File: src/rtl/latch_out_debounce.sv
// Synchronizes the raw latch output into the clk domain and debounces it:
// clean level, registered rise/fall strobes, pending-change flag, transition count.
module latch_out_debounce #(
    parameter int unsigned SYNC_STAGES = 2,
    parameter int unsigned STABLE_CNT  = 4,
    parameter int unsigned EVT_W       = 8
) (
    input  logic             clk,
    input  logic             rst,
    input  logic             q_in,
    output logic             level,
    output logic             rise,
    output logic             fall,
    output logic             busy,
    output logic [EVT_W-1:0] evt_cnt
);

    localparam int unsigned     CW       = $clog2(STABLE_CNT + 1);
    localparam logic [CW-1:0]   CNT_LAST = CW'(STABLE_CNT - 1);

    logic [SYNC_STAGES-1:0] sync_q;
    logic                   syncd;

    logic             level_q, level_d;
    logic             rise_q,  rise_d;
    logic             fall_q,  fall_d;
    logic [CW-1:0]    cnt_q,   cnt_d;
    logic [EVT_W-1:0] evt_q,   evt_d;

    // Pure flop chain: nothing may sit between synchronizer stages.
    always_ff @(posedge clk or negedge rst) begin
        if (!rst) begin
            sync_q <= '0;
        end else begin
            sync_q <= {sync_q[SYNC_STAGES-2:0], q_in};
        end
    end

    assign syncd = sync_q[SYNC_STAGES-1];

    always_comb begin
        level_d = level_q;
        cnt_d   = cnt_q;
        rise_d  = 1'b0;
        fall_d  = 1'b0;
        evt_d   = evt_q;
        if (syncd == level_q) begin
            cnt_d = '0;
        end else if (cnt_q == CNT_LAST) begin
            level_d = syncd;
            cnt_d   = '0;
            rise_d  = syncd;
            fall_d  = ~syncd;
            evt_d   = evt_q + EVT_W'(1);
        end else begin
            cnt_d = cnt_q + CW'(1);
        end
    end

    always_ff @(posedge clk or negedge rst) begin
        if (!rst) begin
            level_q <= 1'b0;
            rise_q  <= 1'b0;
            fall_q  <= 1'b0;
            cnt_q   <= '0;
            evt_q   <= '0;
        end else begin
            level_q <= level_d;
            rise_q  <= rise_d;
            fall_q  <= fall_d;
            cnt_q   <= cnt_d;
            evt_q   <= evt_d;
        end
    end

    assign level   = level_q;
    assign rise    = rise_q;
    assign fall    = fall_q;
    assign busy    = (cnt_q != '0);
    assign evt_cnt = evt_q;

endmodule

File: config.mk
export PLATFORM = sky130hd
export DESIGN_NAME = latch_out_debounce
export DESIGN_NICKNAME = d
export VERILOG_FILES = /design/src/rtl/latch_out_debounce.sv
export SDC_FILE = /design/constraint.sdc
export NUM_CORES = 1
export LEC_CHECK = 0
export CORE_MARGIN = 1.5
export CORE_UTILIZATION = 25
export DETAILED_ROUTE_END_ITERATION = 8
export PLACE_DENSITY = 0.56
export SLEW_MARGIN = 20
export SYNTH_ARGS = -nofsm -noshare
export SYNTH_HDL_FRONTEND = slang
export SYNTH_SLANG_ARGS = --single-unit
File: constraint.sdc
create_clock -name clk -period 1.6 [get_ports clk]
set_clock_uncertainty 0.15 [all_clocks]
set_input_delay 0.4 -clock clk [delete_from_list [all_inputs] [get_ports clk]]
set_output_delay 0.4 -clock clk [all_outputs]
set_load 0.005 [all_outputs]
* Word-level counts from Yosys, hierarchy flattened
Index checks and enable logic that the tools add are counted.
Storage, ports and cells: memory bits (writable) 0, memories 0, memory bits (read-only) 0, register bits after elaboration 16, latch bits 0, word-level logic and storage cells 20, output and inout bits 12
Operators by class: bitwise logic cells 2, $add $sub $neg 2, equal/unequal tests 2, reductions and logical operators 2, $mul 0, muxes and demuxes 6, shift-type cells 0, div/mod/pow operators 0, $lt $le $gt $ge 0
Operators by type and width (number):
- 8-bit by 1-bit adder with 8-bit output, second input constant | 1
- 3-bit 2-to-1 mux | 2
- 1-bit 2-to-1 mux | 4
- 3-bit by 1-bit adder with 3-bit output, second input constant | 1
- 3-bit by 2-bit equality test with 1-bit output, second input constant | 1
- 3-bit nonzero test | 1
- 1-bit NOT | 2
- 2-bit AND reduction | 1
- 1-bit equality test | 1

* Logic depth before layout (Yosys ltp)
Gate-level depths: netlist of run 1.
depth in word-level cells 3, depth in mapped cells 4, mapped depth without buffers 4

* Worst setup path before layout of run 1
OpenSTA, ideal clock, no wires.
path type reg-to-reg, from reg level_q, in the netlist level, to reg evt_q[1], in the netlist evt_cnt[1], setup time 125 ps, data arrival time 1176 ps, period minus slack after synthesis 1450 ps, slack 150 ps, cell stages (with the launch flop) 4, cells stage by stage dfrtp_1 xnor2_2 nor2_1 mux2_2
Between the ends: cells in the longest elaborated chain, start to end 3
RTL lines:
- from (decl) | line 24 | logic level_q, level_d;
- from (signal assigned) | line 68 | level_q <= level_d;
- 1-bit equality test | line 47 | if (syncd == level_q) begin
- 1-bit NOT (no source line)
- 2-bit AND reduction (no source line)
- to (signal assigned) | line 72 | evt_q <= evt_d;
- to (decl) | line 28 | logic [EVT_W-1:0] evt_q, evt_d;
No other way between the ends. A chain may end at the register's enable or synchronous reset.

* Final worst setup path of run 1
from reg cnt_q[0], to reg evt_q[7], in the netlist evt_cnt[7]
Between the ends: cells in the longest elaborated chain, start to end 2
RTL lines:
- from (decl) | line 27 | logic [CW-1:0] cnt_q, cnt_d;
- from (signal assigned) | line 71 | cnt_q <= cnt_d;
- 3-bit by 2-bit equality test with 1-bit output | line 49 | end else if (cnt_q == CNT_LAST) begin
- 2-bit AND reduction (no source line)
No other way between the ends.

==> results.md, run 1 <==
* 1st-pass router iterations at 4
* Clock Sinks at 16
* Via density at 4.31
* Final Net Count at 95
* Comb power frac at 39.8%
* Die W at 55.1 um
* Clock slew at reported path FFs at 0.09 ns
* R2R Path End: evt_cnt[7]$_DFFE_PN0P_
* Max Transition Viols Final at 0
* Placed instance area at 940 um^2
* Initial Util at 26.9%
* Syn-to-layout area delta at 52.5%
* Worst R2R Start: cnt_q[0]$_DFF_PN0_
* Worst Reg-to-Reg Cells at 5
* Internal power at ~0.9 mW
* Req. time, crit path at 1.67 ns
* RSZ-0062 raised after global routing: true
* Cell Rows at 18
* Worst hold path class: register to register
* Outcome: finished, final reports clean
* Detail Placement HPWL at 874 um
* Antenna cells at 0
* Routed WL per cell at roughly 11 um
* Vias in the first global route at 497
* Synth Area in XOR/XNOR at 11.4%
* Clk_lat worst skew at around 0.28 ns
* Final-report setup violation count at 0
* Net load switching power at 0.386 mW
* Leading area contributor after synthesis: dfrtp_1
* Overflow after GRT at 0
* Worst Path Arrival at 1.65 ns
* Cell count of the worst hold path at 0
* Hold wc startpoint: sync_q[0]$_DFF_PN0_
* CTS tree: done
* CP max stage delay at around 0.36 ns
* Multiplexer area fraction after synthesis at 3.31%
* Leakage at ~0.55 nW
* TritonCTS Buffers at 3
* Root buffer cell: clkbuf_4
* WS Path Type: register to register
* Largest net degree at the start of global routing at 17
* Placed Instances at approximately 110
* Die area at around 3000 um^2
* Tcrit/Tclk final at a little over nine tenths
* Mapped cell area at slightly below 700 um^2
* RD Place Congestion at a little over 0.7
* Initial antenna violation count at 0
* Crit end category: register
* Post-Synthesis Cells at 51
* Synth Area in Compound Gates at 0%
* Hold_buf cts at 0
* Max Root-Sink Buffers at 2
* Via count at about 510
* R2r setup slk at roughly 0.02 ns
* Largest family of logic cells by synthesized area: simple AND/OR/NAND/NOR gates
* Share of the synthesized area in the top cell type at 58.9%
* Clock Power Share at between 20% and 30%
* Worst Setup Slack, final at 0.0201 ns
* DRC Markers at 0
* Post-Synth Adder-Cell Area at 5.52%
* Most frequent cells in the layout: buf_4 (19), dfrtp_1 (15), dlygate4sd2_1 (11)
* Commonest non-fill, non-tap cell in the layout: buf_4
* Non-Filler Instances at 118
* Syn_nets at 57
* DRT Wirelength at 1320 um
* Seq pwr share at 39.6%
* Post-Layout Inst Area at 1040 um^2
* Worst relative slew slack at a little over four fifths
* Chip height at about 55 um
* Core region area at 2520 um^2
* Worst slew pin tran at 0.245 ns
* Fillers at 265
* P per Cell Area at 1240 nW/um^2
* Routed Antenna Nets at 0
* Main area contributors after synthesis: dfrtp_1 (59%), xor2_1 (9.0%), ha_1 (5.5%)
* Post-synth cell types at 16
* Hold Path Sink: sync_q[1]$_DFF_PN0_
* Yosys warnings at 0
* First-pass GRT wire length at 2210 um
* I/O pin count at 15
* Worst path cell trace: buf_4 > ha_4 > nand4b_1 > nor4b_2 > xor2_1
* Post-synthesis area per instance at roughly 13 um^2
* Hold Vio Cnt, Final at 0
* Place WS at -0.0510 ns
* H-tree depth at 1
* Iter 0 DRT Violations at 15
* Yosys reg bits at 16
* Switching share of power at 29.9%
* Number of buffers added on ports at 14
* Total track usage at 10.6%
* Slowest-stage cell, CP: nor4b_2
* Fmax at 0.633 GHz
* Simple-gate area share of the yosys netlist at 19.7%
* VDD IR max at just over 0.8 mV
* Crit path max fanout at 4
* Sequential-to-total area share from yosys stat at 58.9%
* Minimum clock period at roughly 1.6 ns
* Share of cells above drive strength 1 at 36.4%
* Startpoint types: register
* MaxCap Viol Count at 0
[per-stage QoR]
stage / TNS [ns] / power, mW / util [%] / hold slack [ns]
floorplan: 0 / 0.736 / - / -0.0456
global placement: -0.0318 / 1.03 / 37.3 / 0.182
detailed placement: -0.0510 / 1.03 / 37.3 / 0.193
CTS: 0 / 1.29 / 39.8 / 0.215
global route: -0.210 / 1.39 / 41.1 / 0.225
finish: 0 / 1.29 / 41.1 / 0.211
[synthesized netlist by cell type (all sizes together)]
cell	number
nor4b	1
xor2	7
nor3b	5
nor2b	1
nor2	1
nand2b	2
nand3	3
mux2	2
dfrtp	16
ha	3
xnor2	1
and2b	1
nor3	4
inv	2
nand4b	1
nand4	1
[layer usage]
layer / share of wire, % / GRT usage [%]
met1: 49 / 13.8
met5: 0 / 0
met4: 0 / 7.32
met2: 47 / 15.7
met3: 3.4 / 2.42
[logic make-up after synthesis]
logic type               after synthesis
XOR/XNOR                               8
adder cells (fa/ha/maj)                3
AND/OR/NAND/NOR                       20
flip-flops                            16
multiplexers                           2
buffers and inverters                  2
[repair_timing]
action	in CTS	in global routing
buffers inserted	6	2
gates resized for setup	16	3
setup endpoints to repair	12	9
pin swaps	0	2
[power groups by stage]
| stage | Combinational [mW] | Sequential [mW] | Clock [mW] |
|---|---|---|---|
| 2_1_floorplan | 0.179 | 0.557 | 0 |
| 3_3_place_gp | 0.500 | 0.532 | 0 |
| 3_5_place_dp | 0.499 | 0.534 | 0 |
| 4_1_cts | 0.502 | 0.512 | 0.279 |
| 5_1_grt | 0.559 | 0.523 | 0.302 |
| 6_report | 0.513 | 0.510 | 0.266 |
[critical path: cells and delay by family, from the launching register on]
family	cells	cell delay, ns
and+or+nand+nor	2	0.59
DFF	1	0.35
xor gates and xnor gates	1	0.16
adders and majority gates	1	0.14
buffers and inverters	1	0.12
[flip-flops by register name, summed over array words and instances, names as in the netlist]
| register | count |
|---|---|
| evt_cnt | 8 |
| cnt_q | 3 |
| sync_q | 2 |
| fall | 1 |
| level | 1 |
| rise | 1 |
[cell type report]
type,count,area (um^2),area share [%]
timing repair buffer,33,264,25.5
clock buffer,4,36.3,3.50
sequential,16,402,38.8
tap,30,37.5,3.62
multi-input combinational,33,289,27.9
inverter,2,7.51,0.725
[how the worst max path moves through the flow]
stage / start / to / slack [ns] / cells after the start
after floorplan: level$_DFFE_PN0P_ / evt_cnt[1]$_DFFE_PN0P_ / 0.15 / 3
after global placement: cnt_q[0]$_DFF_PN0_ / busy / -0.03 / 4
after detailed placement: cnt_q[0]$_DFF_PN0_ / busy / -0.05 / 4
after CTS: cnt_q[0]$_DFF_PN0_ / busy / 0.0007 / 4
after global routing: cnt_q[0]$_DFF_PN0_ / evt_cnt[7]$_DFFE_PN0P_ / -0.09 / 5
final: cnt_q[0]$_DFF_PN0_ / evt_cnt[7]$_DFFE_PN0P_ / 0.02 / 5
(Power assumes the default switching activity.)
==> run 2, diff against run 1 <==
--- a/config.mk
+++ b/config.mk
@@ -8,7 +8,8 @@
 export CORE_MARGIN = 1.5
 export CORE_UTILIZATION = 25
 export DETAILED_ROUTE_END_ITERATION = 8
-export PLACE_DENSITY = 0.56
+export GPL_ROUTABILITY_DRIVEN = 0
+export PLACE_DENSITY = 0.58
 export SLEW_MARGIN = 20
 export SYNTH_ARGS = -nofsm -noshare
 export SYNTH_HDL_FRONTEND = slang
==> constraint.sdc (replaced) <==
create_clock -name clk -period 1.4 [get_ports clk]
set_clock_uncertainty 0.15 [all_clocks]
set_input_delay 0.35 -clock clk [delete_from_list [all_inputs] [get_ports clk]]
set_output_delay 0.35 -clock clk [all_outputs]
set_load 0.005 [all_outputs]
==> results.md, run 2 (synthesis results as in run 1) <==
* WS Path Type: register to register (unchanged)
* Setup crit start: cnt_q[0]$_DFF_PN0_ (unchanged)
* Setup tns final at -1.03 ns (was 0 ns)
* Crit end category: register (unchanged)
* Share of cells above drive strength 1 at 62.1% (was 36.4%)
* Number of buffers added on ports at 14 (unchanged)
* Initial Util at 26.9% (unchanged)
* Core region area at 2520 um^2 (unchanged)
* Slowest-stage cell, CP: dfrtp_1 (was nor4b_2)
* Hold Vio Cnt, Final at 0 (unchanged)
* CTS tree: done (unchanged)
* Die W at 55.1 um (unchanged)
* Via count at 550 (was 509)
* Fillers at 254 (was 265)
* Worst Setup Slack, final at -0.181 ns (was 0.0201 ns)
* Clock Power Share at 17.3% (was 20.6%)
* MaxCap Viol Count at 0 (unchanged)
* Final core utilization at 46.2% (was 41.1%)
* TritonCTS Buffers at 3 (unchanged)
* Largest net degree at the start of global routing at 17 (unchanged)
* Syn-to-layout area delta at 71.5% (was 52.5%)
* Commonest non-fill, non-tap cell in the layout: buf_4 (unchanged)
* 1st-pass router iterations at 3 (was 4)
* Worst hold path class: register to register (unchanged)
* Clk_lat worst skew at 0.28 ns (about the same)
* Cell Rows at 18 (unchanged)
* Die area at 3040 um^2 (unchanged)
* Vias in the first global route at 573 (was 497)
* Internal power at 1.19 mW (was 0.903 mW)
* Seq pwr share at 33.7% (was 39.6%)
* Hold WS at 0.209 ns (was 0.211 ns)
* Violated checks: setup timing
* Comb power frac at 49.0% (was 39.8%)
* Worst R2R Start: cnt_q[0]$_DFF_PN0_ (unchanged)
* Worst Reg-to-Reg Cells at 6 (was 5)
* First-pass GRT wire length at 2640 um (was 2210 um)
* Minimum clock period at 1.58 ns (about the same)
* P per Cell Area at 1490 nW/um^2 (was 1240 nW/um^2)
* Most frequent cells in the layout: buf_4 (22), dfrtp_1 (15), clkbuf_2 (8) (was buf_4 (19), dfrtp_1 (15), dlygate4sd2_1 (11))
* Antenna cells at 0 (unchanged)
* Total power at 1.74 mW (was 1.29 mW)
* R2R Path End: evt_cnt[1]$_DFFE_PN0P_ (was evt_cnt[7]$_DFFE_PN0P_)
* Outcome: finished with violations (was finished, final reports clean)
* Switching share of power at 31.5% (was 29.9%)
* VDD IR max at 0.862 mV (was 0.805 mV)
* Chip height at 55.1 um (unchanged)
* DRT Wirelength at 1510 um (was 1320 um)
* Leakage at 0.599 nW (was 0.554 nW)
* Tcrit/Tclk final at 113% (was 98.7%)
* CP max stage delay at 0.40 ns (was 0.36 ns)
* Worst Path Arrival at 1.60 ns (was 1.65 ns)
* Root buffer cell: clkbuf_4 (unchanged)
* Initial antenna violation count at 0 (unchanged)
* Final Net Count at 102 (was 95)
* Worst relative slew slack at 84.5% (was 83.6%)
* RSZ-0062 raised after global routing: true (unchanged)
* Hold wc startpoint: sync_q[0]$_DFF_PN0_ (unchanged)
* Cell count of the worst hold path at 0 (unchanged)
* Crit path top cell by count: buf_4
* DRC Markers at 0 (unchanged)
* Hold Path Sink: sync_q[1]$_DFF_PN0_ (unchanged)
* Worst path cell trace: buf_4 > ha_4 > buf_4 > nand2b_4 > nor2_4 > mux2_4 (was buf_4 > ha_4 > nand4b_1 > nor4b_2 > xor2_1)
* Place WS at -0.242 ns (was -0.0510 ns)
* Detail Placement HPWL at 971 um (was 874 um)
* H-tree depth at 1 (unchanged)
* Overflow after GRT at 0 (unchanged)
* Routed Antenna Nets at 0 (unchanged)
* Iter 0 DRT Violations at 4 (was 15)
* Fmax at 0.632 GHz (was 0.633 GHz)
* Total track usage at 12.6% (was 10.6%)
* Max FFs per register at 8 (unchanged)
* I/O pin count at 15 (unchanged)
* Via density at 4.40 (was 4.31)
* Max Root-Sink Buffers at 2 (unchanged)
* Clock Sinks at 16 (unchanged)
* Hold_buf cts at 0 (unchanged)
* Crit path max fanout at 4 (unchanged)
* Worst slew pin tran at 0.232 ns (was 0.245 ns)
* Startpoint types: register (unchanged)
* Final-report setup violation count at 12 (was 0)
* Net load switching power at 0.548 mW (was 0.386 mW)
* R2r setup slk at -0.18 ns (was 0.02 ns)
* Req. time, crit path at 1.42 ns (was 1.67 ns)
* Routed WL per cell at 12.1 um (was 11.2 um)
* Clock slew at reported path FFs at 0.09 ns (about the same)
* Max Transition Viols Final at 0 (unchanged)
==> run 2: cell types whose count changed in the layout (fill, tap and decap cells not counted), moves of 2 or more <==
cell | previous run | this run
dlygate4sd2_1 | 11 | 0
clkbuf_2 | 0 | 8
nor3b_1 | 5 | 1
buf_4 | 19 | 22
buf_6 | 0 | 3
nor3b_2 | 0 | 3
buf_2 | 1 | 3
nor3_1 | 3 | 1
nor3_4 | 0 | 2
==> run 2: layer usage <==
metal  up-vias  track usage [%]  share of wire [%]
li1        266                -                  -
met1       270             15.3                 45
met2        12             20.8                 50
met3         2             4.03                4.6
met4         0             4.88               0.40
met5         -                0                  0
==> run 2: worst max-delay path by stage <==
stage                             end  slack (ns)
2_1_floorplan  evt_cnt[1]$_DFFE_PN0P_        0.01
3_3_place_gp                     busy       -0.18
3_5_place_dp                     busy       -0.24
4_1_cts                          busy       -0.18
5_1_grt        evt_cnt[5]$_DFFE_PN0P_       -0.26
6_report       evt_cnt[1]$_DFFE_PN0P_       -0.18
==> run 2: repair_timing <==
| action | CTS | global route |
|---|---|---|
| buffers inserted | 9 | 3 |
| gates cloned | 0 | 0 |
| resized for setup | 41 | 18 |
| pin swaps | 11 | 9 |
| setup endpoints to repair | 23 | 22 |
==> run 2: power by group through the flow <==
stage / logic, mW / registers, mW / clock network (mW)
global placement: 0.574 / 0.619 / 0
global route: 0.917 / 0.597 / 0.339
finish: 0.852 / 0.587 / 0.301
CTS: 0.724 / 0.587 / 0.312
floorplan: 0.228 / 0.650 / 0
detailed placement: 0.598 / 0.625 / 0
==> run 2: metrics by stage <==
step	area, um^2	instances
floorplan	694	51
global placement	985	110
detailed placement	985	110
CTS	1120	122
global route	1160	125
finish	1160	125
==> run 2: cell type report <==
cell class / instances / area (um^2) / share of cell area, %
sequential: 16 / 402 / 34.5
multi-input combinational: 33 / 378 / 32.4
timing repair buffer: 40 / 304 / 26.1
tap: 30 / 37.5 / 3.22
clock buffer: 4 / 36.3 / 3.11
inverter: 2 / 7.51 / 0.644
==> run 2: worst max-delay path: cells and delay by family, from the launching register on <==
family / cells / cell delay, ns
multiplexers: 1 / 0.29
adder cells (fa/ha/maj): 1 / 0.17
flip-flops: 1 / 0.40
buffers and inverters: 2 / 0.29
AND/OR/NAND/NOR: 2 / 0.17
